`src/rtl/player_action_if.sv`:
```
// Frame-level control bundle between the game logic and the player action controller.
// The slave side is the controller; the master side drives the buttons and the sound acknowledge.
interface player_action_if;
   logic       frame_tick;
   logic       left;
   logic       right;
   logic       jump;
   logic       on_ground;
   logic       sfx_ack;
   logic [1:0] state;
   logic       walk_valid;
   logic [3:0] walk_dx;
   logic       launch;
   logic [7:0] launch_vy;
   logic [1:0] launch_dir;
   logic [4:0] charge_level;
   logic       sfx_req;
   logic [1:0] sfx_id;

   modport slave (
      input  frame_tick, left, right, jump, on_ground, sfx_ack,
      output state, walk_valid, walk_dx, launch, launch_vy, launch_dir,
             charge_level, sfx_req, sfx_id
   );

   modport master (
      output frame_tick, left, right, jump, on_ground, sfx_ack,
      input  state, walk_valid, walk_dx, launch, launch_vy, launch_dir,
             charge_level, sfx_req, sfx_id
   );
endinterface

```
`src/rtl/player_action_ctrl.sv`:
```
// Per-frame player movement FSM: walking, charged jumps, landing, and a
// single-slot sound request that always carries the most recent event.
module player_action_ctrl #(
   parameter int CHARGE_MAX = 31,
   parameter int VY_BASE    = 8,
   parameter int VY_STEP    = 3,
   parameter int WALK_SPEED = 2
) (
   input  logic           sys_clk,
   input  logic           sys_rst_n,
   player_action_if.slave ctrl
);
   typedef enum logic [1:0] {
      IDLE   = 2'd0,
      WALK   = 2'd1,
      CHARGE = 2'd2,
      AIR    = 2'd3
   } state_t;

   localparam logic [1:0] SFX_JUMP   = 2'd1;
   localparam logic [1:0] SFX_LAND   = 2'd2;
   localparam logic [4:0] CHARGE_TOP = 5'(CHARGE_MAX);
   localparam logic [3:0] STEP_POS   = 4'(WALK_SPEED);
   localparam logic [3:0] STEP_NEG   = 4'(-WALK_SPEED);

   state_t     state_reg;
   logic [4:0] charge_reg;
   logic [1:0] dir_reg;
   logic       walk_valid_reg;
   logic [3:0] walk_dx_reg;
   logic       launch_reg;
   logic [7:0] launch_vy_reg;
   logic [1:0] launch_dir_reg;
   logic       sfx_req_reg;
   logic [1:0] sfx_id_reg;

   logic        one_dir;
   logic        keep_charging;
   logic [31:0] vy_wide;
   logic [7:0]  vy_sat;
   logic        sfx_event;
   logic [1:0]  sfx_event_id;

   assign one_dir       = ctrl.left ^ ctrl.right;
   assign keep_charging = ctrl.jump && (charge_reg < CHARGE_TOP);
   // Wide intermediate so large VY_STEP values saturate instead of wrapping.
   assign vy_wide = 32'(VY_BASE) + 32'(charge_reg) * 32'(VY_STEP);
   assign vy_sat  = (vy_wide > 32'd255) ? 8'hFF : vy_wide[7:0];

   always_comb begin
      sfx_event    = 1'b0;
      sfx_event_id = SFX_JUMP;
      if (ctrl.frame_tick && ctrl.on_ground) begin
         if (state_reg == CHARGE && !keep_charging) begin
            sfx_event = 1'b1;
         end else if (state_reg == AIR) begin
            sfx_event    = 1'b1;
            sfx_event_id = SFX_LAND;
         end
      end
   end

   always_ff @(posedge sys_clk or negedge sys_rst_n) begin
      if (!sys_rst_n) begin
         state_reg      <= IDLE;
         charge_reg     <= 5'd0;
         dir_reg        <= 2'd0;
         walk_valid_reg <= 1'b0;
         walk_dx_reg    <= 4'd0;
         launch_reg     <= 1'b0;
         launch_vy_reg  <= 8'd0;
         launch_dir_reg <= 2'd0;
         sfx_req_reg    <= 1'b0;
         sfx_id_reg     <= 2'd0;
      end else begin
         walk_valid_reg <= 1'b0;
         launch_reg     <= 1'b0;

         // A new event beats a simultaneous acknowledge.
         if (sfx_event) begin
            sfx_req_reg <= 1'b1;
            sfx_id_reg  <= sfx_event_id;
         end else if (ctrl.sfx_ack) begin
            sfx_req_reg <= 1'b0;
         end

         if (ctrl.frame_tick) begin
            case (state_reg)
               IDLE, WALK: begin
                  if (!ctrl.on_ground) begin
                     state_reg <= AIR;
                  end else if (ctrl.jump) begin
                     state_reg  <= CHARGE;
                     charge_reg <= 5'd0;
                  end else if (one_dir) begin
                     state_reg      <= WALK;
                     walk_valid_reg <= 1'b1;
                     walk_dx_reg    <= ctrl.right ? STEP_POS : STEP_NEG;
                  end else begin
                     state_reg <= IDLE;
                  end
               end
               CHARGE: begin
                  if (!ctrl.on_ground) begin
                     state_reg  <= AIR;
                     charge_reg <= 5'd0;
                  end else if (keep_charging) begin
                     charge_reg <= charge_reg + 5'd1;
                     dir_reg    <= {ctrl.left, ctrl.right};
                  end else begin
                     launch_reg     <= 1'b1;
                     launch_vy_reg  <= vy_sat;
                     launch_dir_reg <= dir_reg;
                     state_reg      <= AIR;
                     charge_reg     <= 5'd0;
                  end
               end
               AIR: begin
                  if (ctrl.on_ground) state_reg <= IDLE;
               end
               default: state_reg <= IDLE;
            endcase
         end
      end
   end

   assign ctrl.state        = state_reg;
   assign ctrl.walk_valid   = walk_valid_reg;
   assign ctrl.walk_dx      = walk_dx_reg;
   assign ctrl.launch       = launch_reg;
   assign ctrl.launch_vy    = launch_vy_reg;
   assign ctrl.launch_dir   = launch_dir_reg;
   assign ctrl.charge_level = charge_reg;
   assign ctrl.sfx_req      = sfx_req_reg;
   assign ctrl.sfx_id       = sfx_id_reg;
endmodule

```
`src/flat_wrapper.sv`:
```
// flat-port wrapper written by rule: the top's interface ports become plain ports
module player_action_ctrl_flat 
#(
   parameter int CHARGE_MAX = 31,
   parameter int VY_BASE    = 8,
   parameter int VY_STEP    = 3,
   parameter int WALK_SPEED = 2
)
  (sys_clk, sys_rst_n, ctrl_frame_tick, ctrl_left, ctrl_right, ctrl_jump, ctrl_on_ground, ctrl_sfx_ack, ctrl_state, ctrl_walk_valid, ctrl_walk_dx, ctrl_launch, ctrl_launch_vy, ctrl_launch_dir, ctrl_charge_level, ctrl_sfx_req, ctrl_sfx_id);
  player_action_if ctrl_i ();
  input  logic sys_clk;
  input  logic sys_rst_n;
  input wire logic [$bits(ctrl_i.frame_tick)-1:0] ctrl_frame_tick;
  input wire logic [$bits(ctrl_i.left)-1:0] ctrl_left;
  input wire logic [$bits(ctrl_i.right)-1:0] ctrl_right;
  input wire logic [$bits(ctrl_i.jump)-1:0] ctrl_jump;
  input wire logic [$bits(ctrl_i.on_ground)-1:0] ctrl_on_ground;
  input wire logic [$bits(ctrl_i.sfx_ack)-1:0] ctrl_sfx_ack;
  output wire logic [$bits(ctrl_i.state)-1:0] ctrl_state;
  output wire logic [$bits(ctrl_i.walk_valid)-1:0] ctrl_walk_valid;
  output wire logic [$bits(ctrl_i.walk_dx)-1:0] ctrl_walk_dx;
  output wire logic [$bits(ctrl_i.launch)-1:0] ctrl_launch;
  output wire logic [$bits(ctrl_i.launch_vy)-1:0] ctrl_launch_vy;
  output wire logic [$bits(ctrl_i.launch_dir)-1:0] ctrl_launch_dir;
  output wire logic [$bits(ctrl_i.charge_level)-1:0] ctrl_charge_level;
  output wire logic [$bits(ctrl_i.sfx_req)-1:0] ctrl_sfx_req;
  output wire logic [$bits(ctrl_i.sfx_id)-1:0] ctrl_sfx_id;
  assign ctrl_i.frame_tick = ctrl_frame_tick;
  assign ctrl_i.left = ctrl_left;
  assign ctrl_i.right = ctrl_right;
  assign ctrl_i.jump = ctrl_jump;
  assign ctrl_i.on_ground = ctrl_on_ground;
  assign ctrl_i.sfx_ack = ctrl_sfx_ack;
  assign ctrl_state = ctrl_i.state;
  assign ctrl_walk_valid = ctrl_i.walk_valid;
  assign ctrl_walk_dx = ctrl_i.walk_dx;
  assign ctrl_launch = ctrl_i.launch;
  assign ctrl_launch_vy = ctrl_i.launch_vy;
  assign ctrl_launch_dir = ctrl_i.launch_dir;
  assign ctrl_charge_level = ctrl_i.charge_level;
  assign ctrl_sfx_req = ctrl_i.sfx_req;
  assign ctrl_sfx_id = ctrl_i.sfx_id;
  player_action_ctrl #(.CHARGE_MAX(CHARGE_MAX), .VY_BASE(VY_BASE), .VY_STEP(VY_STEP), .WALK_SPEED(WALK_SPEED)) u_core (.sys_clk(sys_clk), .sys_rst_n(sys_rst_n), .ctrl(ctrl_i));
endmodule
```
`config.mk`:
```
export PLATFORM = sky130hd
export DESIGN_NAME = player_action_ctrl_flat
export DESIGN_NICKNAME = d
export VERILOG_FILES = /design/src/rtl/player_action_if.sv /design/src/rtl/player_action_ctrl.sv /design/src/flat_wrapper.sv
export SDC_FILE = /design/constraint.sdc
export NUM_CORES = 1
export LEC_CHECK = 0
export ABC_AREA = 1
export CAP_MARGIN = 10
export CORE_ASPECT_RATIO = 0.7
export CORE_MARGIN = 3
export CORE_UTILIZATION = 48
export CTS_BUF_LIST = sky130_fd_sc_hd__clkbuf_16
export CTS_CLUSTER_SIZE = 28
export DETAILED_ROUTE_END_ITERATION = 16
export PLACE_DENSITY = 0.78
export SYNTH_ARGS = -nofsm -noshare
export SYNTH_HDL_FRONTEND = slang
export SYNTH_SLANG_ARGS = --single-unit
```
`constraint.sdc`:
```
create_clock -name sys_clk -period 2.2 [get_ports sys_clk]
set_clock_uncertainty 0.15 [all_clocks]
set_input_delay 0.22 -clock sys_clk [delete_from_list [all_inputs] [get_ports sys_clk]]
set_output_delay 0.22 -clock sys_clk [all_outputs]
set_load 0.01 [all_outputs]
```
; ---- Yosys cells after proc, flatten, opt, wreduce, memory -nomap -nowiden
; Cells that the tools add are included.
[totals]
out_inout_bits = 26
ff_bits = 28
wordCells = 69
inputBits = 8
[classes]
bitwise_logic = 3
n_mul = 1
mux = 31
n_addsub = 2
eq_ne = 7
n_lt_le_gt_ge = 2
reduce_logical = 13
[op_table]
columns = op, count
row1 = $gt 32x8->1 const B, 1
row2 = $mux 5, 4
row3 = $mux 2, 8
row4 = $mux 1, 15
row5 = $reduce_and 4->1, 3
row6 = $pmux 5 s2, 1
row7 = $add 4x7->8 const A, 1
row8 = $mux 8, 1
row9 = $mul 5x2->7 const B, 1
row10 = $ne 2x2->1 const B, 3
row11 = $pmux 2 s3, 1
row12 = $add 5x1->5 const B, 1
row13 = $lt 5x5->1 const B, 1
row14 = $reduce_and 5->1, 1
row15 = $eq 2x2->1 const B, 2
row16 = $mux 4, 1
row17 = $reduce_bool 2->1, 2
row18 = $logic_and 1x1->1, 3
row19 = $ne 3x3->1 const B, 1
row20 = $reduce_and 3->1, 1
row21 = $eq 2x1->1 const B, 1
row22 = $logic_not 2->1, 1
row23 = $not 1->1, 2
row24 = $reduce_or 2->1, 1
row25 = other kinds (2), 2

; ---- Logic depth before layout (Yosys ltp)
[depth]
ltp_word = 7
ltp_mapped = 9
ltp_nobuf = 9

; ---- Least setup slack after synthesis
; No wires, ideal clock.
[synth_timing]
path_type = register -> register
startpoint = register u_core.charge_reg[2], in the netlist u_core.ctrl.charge_level[2]
endpoint = register u_core.launch_vy_reg[6], in the netlist u_core.ctrl.launch_vy[6]
setup_slack_ns = 0.254
arrival_time_ns = 1.676
stages_incl_launch_ff = 8
setup_ns = 0.120
period_less_slack_ns = 1.946
n_path_buf = 0
required_ns = 1.930
cell_sequence = dfrtp_1 > ha_1 > ha_1 > fa_1 > a21oi_1 > nor2_1 > o21ai_1 > nand2_1
[synth_via]
elab_chain_len = 4
elab_cells_between_ends = 8
cone_classes = add/sub (1) / mul (1) / order compare (2) / mux (1) / bitwise (1) / reduce/logical (2)
[synth_rtl]
columns = element, line
row1 = from (decl), player_action_ctrl.sv:27  ; logic [4:0] charge_reg;
row2 = from (signal assigned), player_action_ctrl.sv:108  ; charge_reg <= charge_reg + 5'd1;
row3 = $mul 5x2->7 / $lt 5x5->1 (equally long branches), "player_action_ctrl.sv:47, player_action_ctrl.sv:45"
row4 = $add 4x7->8 / $logic_and 1x1->1 (equally long branches), "player_action_ctrl.sv:47, player_action_ctrl.sv:45"
row5 = $gt 32x8->1 / $not 1->1 (equally long branches), --
row6 = $mux 8 / $reduce_and 4->1 (equally long branches), --
row7 = to (signal assigned), player_action_ctrl.sv:112  ; launch_vy_reg <= vy_sat;
row8 = to (decl), player_action_ctrl.sv:32  ; logic [7:0] launch_vy_reg;
; Several ways; a longest one is shown, not always the timed one.
; A chain may end at the register's enable or synchronous reset.

; ---- Worst setup path after layout
; Ends and elaborated chain as after synthesis.

==> results.json <==
{
  "timing.final.crit_share_pct": 93.6,
  "ys_seq_elements": 25,
  "p_seq_share_pct": 39.3,
  "path_common_cell": "ha_1",
  "hold_viol_final": 0,
  "largest_reg_flops": 7,
  "clkTransAtPathRegs_ns": 0.06,
  "grt_use_total_pct": 18.0,
  "syn_inst": 164,
  "vias": 1139,
  "root_buffer": "clkbuf_16",
  "firstDrtPassIters": 4,
  "path_buf_inv": 0,
  "p_int_uw": 1170,
  "yosys-top-cells-area": "dfrtp_1, nand2_1, ha_1, inv_1, nand3_1",
  "io_buffers": 31,
  "use_met2_pct": 31.3,
  "core_um2": 2590,
  "setup_viol": 0,
  "hold_buffers": 0,
  "synth.top_cell.area_share_pct": 45.4,
  "cellLeakagePower_uw": 0.000932,
  "post-route-util_pct": 69.5,
  "required_ns": 2.20,
  "area_delta_synth_final_pct": 30.5,
  "worstSetupEndpointType": "register",
  "grt-ovfl-total": 0,
  "rr_worst_depth": 7,
  "start_kind": "register",
  "power_uw": 1750,
  "grt_pass1_vias": 1088,
  "drtIter0Drc": 50,
  "tns_ns": 0,
  "clockBufferDepth": 2,
  "design_area_um2": 1800,
  "die_y_um": 50.8,
  "yosysWarnings": 0,
  "yosysMostFrequentCell": "nand2_1",
  "die-area_um2": 3560,
  "use_met3_pct": 4.72,
  "outcome": "finished, final reports clean",
  "gr-max-usage-layer": "met2",
  "p_per_area_nw_per_um2": 972,
  "synth_edf_count": 0,
  "maxCapViolCount": 0,
  "grt.met1_usage_pct": 23.2,
  "worstSetupPathType": "register to register",
  "p_comb_share_pct": 37.4,
  "slew_violations": 0,
  "ctsResizeCount": 0,
  "dp_slack_ns": 0.157,
  "clock-sinks": 25,
  "antenna_found_initial": 0,
  "final_layout_size_suffix_gt1_share_pct": 9.09,
  "async_flop_share_pct": 100,
  "cp_cell_sequence": "ha_1 > ha_1 > fa_1 > a21oi_1 > nor2_1 > o21ai_1 > nand2_1",
  "syn_area_um2": 1380,
  "synth_top_area_cell": "dfrtp_1",
  "synth.distinct_cells": 27,
  "row_count": 15,
  "h-tree-depth": 1,
  "fmax_mhz": 486,
  "ant_nets": 0,
  "ys.flop_type": "dfrtp_1",
  "cts_made_buffers": 3,
  "period_needed_ns": 2.06,
  "postCtsSetupRepairBufs": 0,
  "vdd_drop_max_mv": 0.637,
  "sw_frac_of_total_pct": 33.1,
  "worst_slack_ns": 0.141,
  "synth.top_cells.by_count": "nand2_1, dfrtp_1, inv_1",
  "reg2reg_setup_slack_ns": 0.14,
  "clkLatencyLatePin_ns": 0.26,
  "final_nets": 218,
  "fp.dieW_um": 70.1,
  "cts_tree": "built",
  "drc_errors": 0,
  "cp_top_family": "adder cells",
  "clock_power_share_pct": 23.3,
  "ios": 34,
  "crit_cells": 7,
  "max_stage_delay_ns": 0.44,
  "dp_hpwl_um": 2200,
  "diodes": 0,
  "grt_pass1_wl_um": 5020,
  "place_congestion": 0.844,
  "worstPathMaxFanout": 6,
  "avgSynthCellArea_um2": 8.41,
  "worstPathArrival_ns": 2.05,
  "wl_per_cell_um": 12.3,
  "cp_slowest_cell": "dfrtp_1",
  "ys_seq_area_share_pct": 45.4,
  "grt_setup_unrepaired": "no",
  "hold_class": "input port to async pin",
  "vias_per_cell": 4.91,
  "switchingPower_uw": 579,
  "post_dp_cell_area_um2": 1720,
  "grt_max_degree": 26,
  "wirelength_um": 2850,
  "nFillCells": 193,
  "initial_core_util_pct": 53.2
}
## cell families after synthesis
group	share of synthesized area, %
fa+ha+maj	10.5
compound gates	4.99
flops	45.4
xor+xnor	0.635
buf+inv	8.89
mux	0.726
other cells	0.272
simple gates	28.6
## cells in the final DEF, fill, tap and decap left out, drive strengths merged, types with 4 or more instances in the layout
| master | n |
|---|---|
| buf | 4 |
| clkdlybuf4s50 | 31 |
| dfrtp | 25 |
| ha | 10 |
| inv | 19 |
| nand2 | 59 |
| nand3 | 10 |
| nand4 | 5 |
| nor2 | 13 |
| o21ai | 7 |
## worst reg2reg max path: stages (launching register included)
cell and delay (ns):
dfrtp_1 0.44, ha_1 0.31, ha_1 0.22, fa_1 0.41, a21oi_1 0.17, nor2_1 0.06
o21ai_1 0.12, nand2_1 0.06
## layout make-up
cell class | instances | area (µm²) | area share (%)
Clock buffer | 3 | 75.1 | 4.17
Inverter | 19 | 73.8 | 4.10
Multi-Input combinational cell | 115 | 634 | 35.3
Sequential cell | 25 | 626 | 34.8
Timing Repair Buffer | 35 | 340 | 18.9
Clock inverter | 1 | 7.51 | 0.417
Tap cell | 34 | 42.5 | 2.36
## metrics by stage
step / instances / hold WS, ns
floorplan: 165 / -0.226
global placement: 228 / 0.297
detailed placement: 228 / 0.303
CTS: 232 / 0.203
global route: 232 / 0.213
finish: 232 / 0.193
## worst paths after layout
check	to	start
worst max-delay path	u_core.ctrl.launch_vy[6]	u_core.ctrl.charge_level[2]
worst min-delay path	u_core.ctrl.launch_vy[3]	sys_rst_n
worst max register to register	u_core.ctrl.launch_vy[6]	u_core.ctrl.charge_level[2]
worst min register to register	u_core.ctrl.walk_dx[1]	u_core.ctrl.walk_dx[1]
max in group asynchronous	u_core.ctrl.sfx_id[0]	sys_rst_n
min in group sys_clk	u_core.ctrl.walk_dx[1]	u_core.ctrl.walk_dx[1]
## layer usage
layer | vias up | wire [µm]
li1 | 582 | -
met1 | 529 | 1340
met2 | 26 | 1350
met3 | 2 | 150
met4 | 0 | 14
met5 | - | 0
## power groups by stage
stage,registers [µW],clock network [µW],logic [µW]
finish,687,408,654
CTS,689,416,659
global route,709,435,719
floorplan,741,0,283
detailed placement,696,0,653
global placement,686,0,642
No activity file was read; power rests on OpenSTA's default activity.
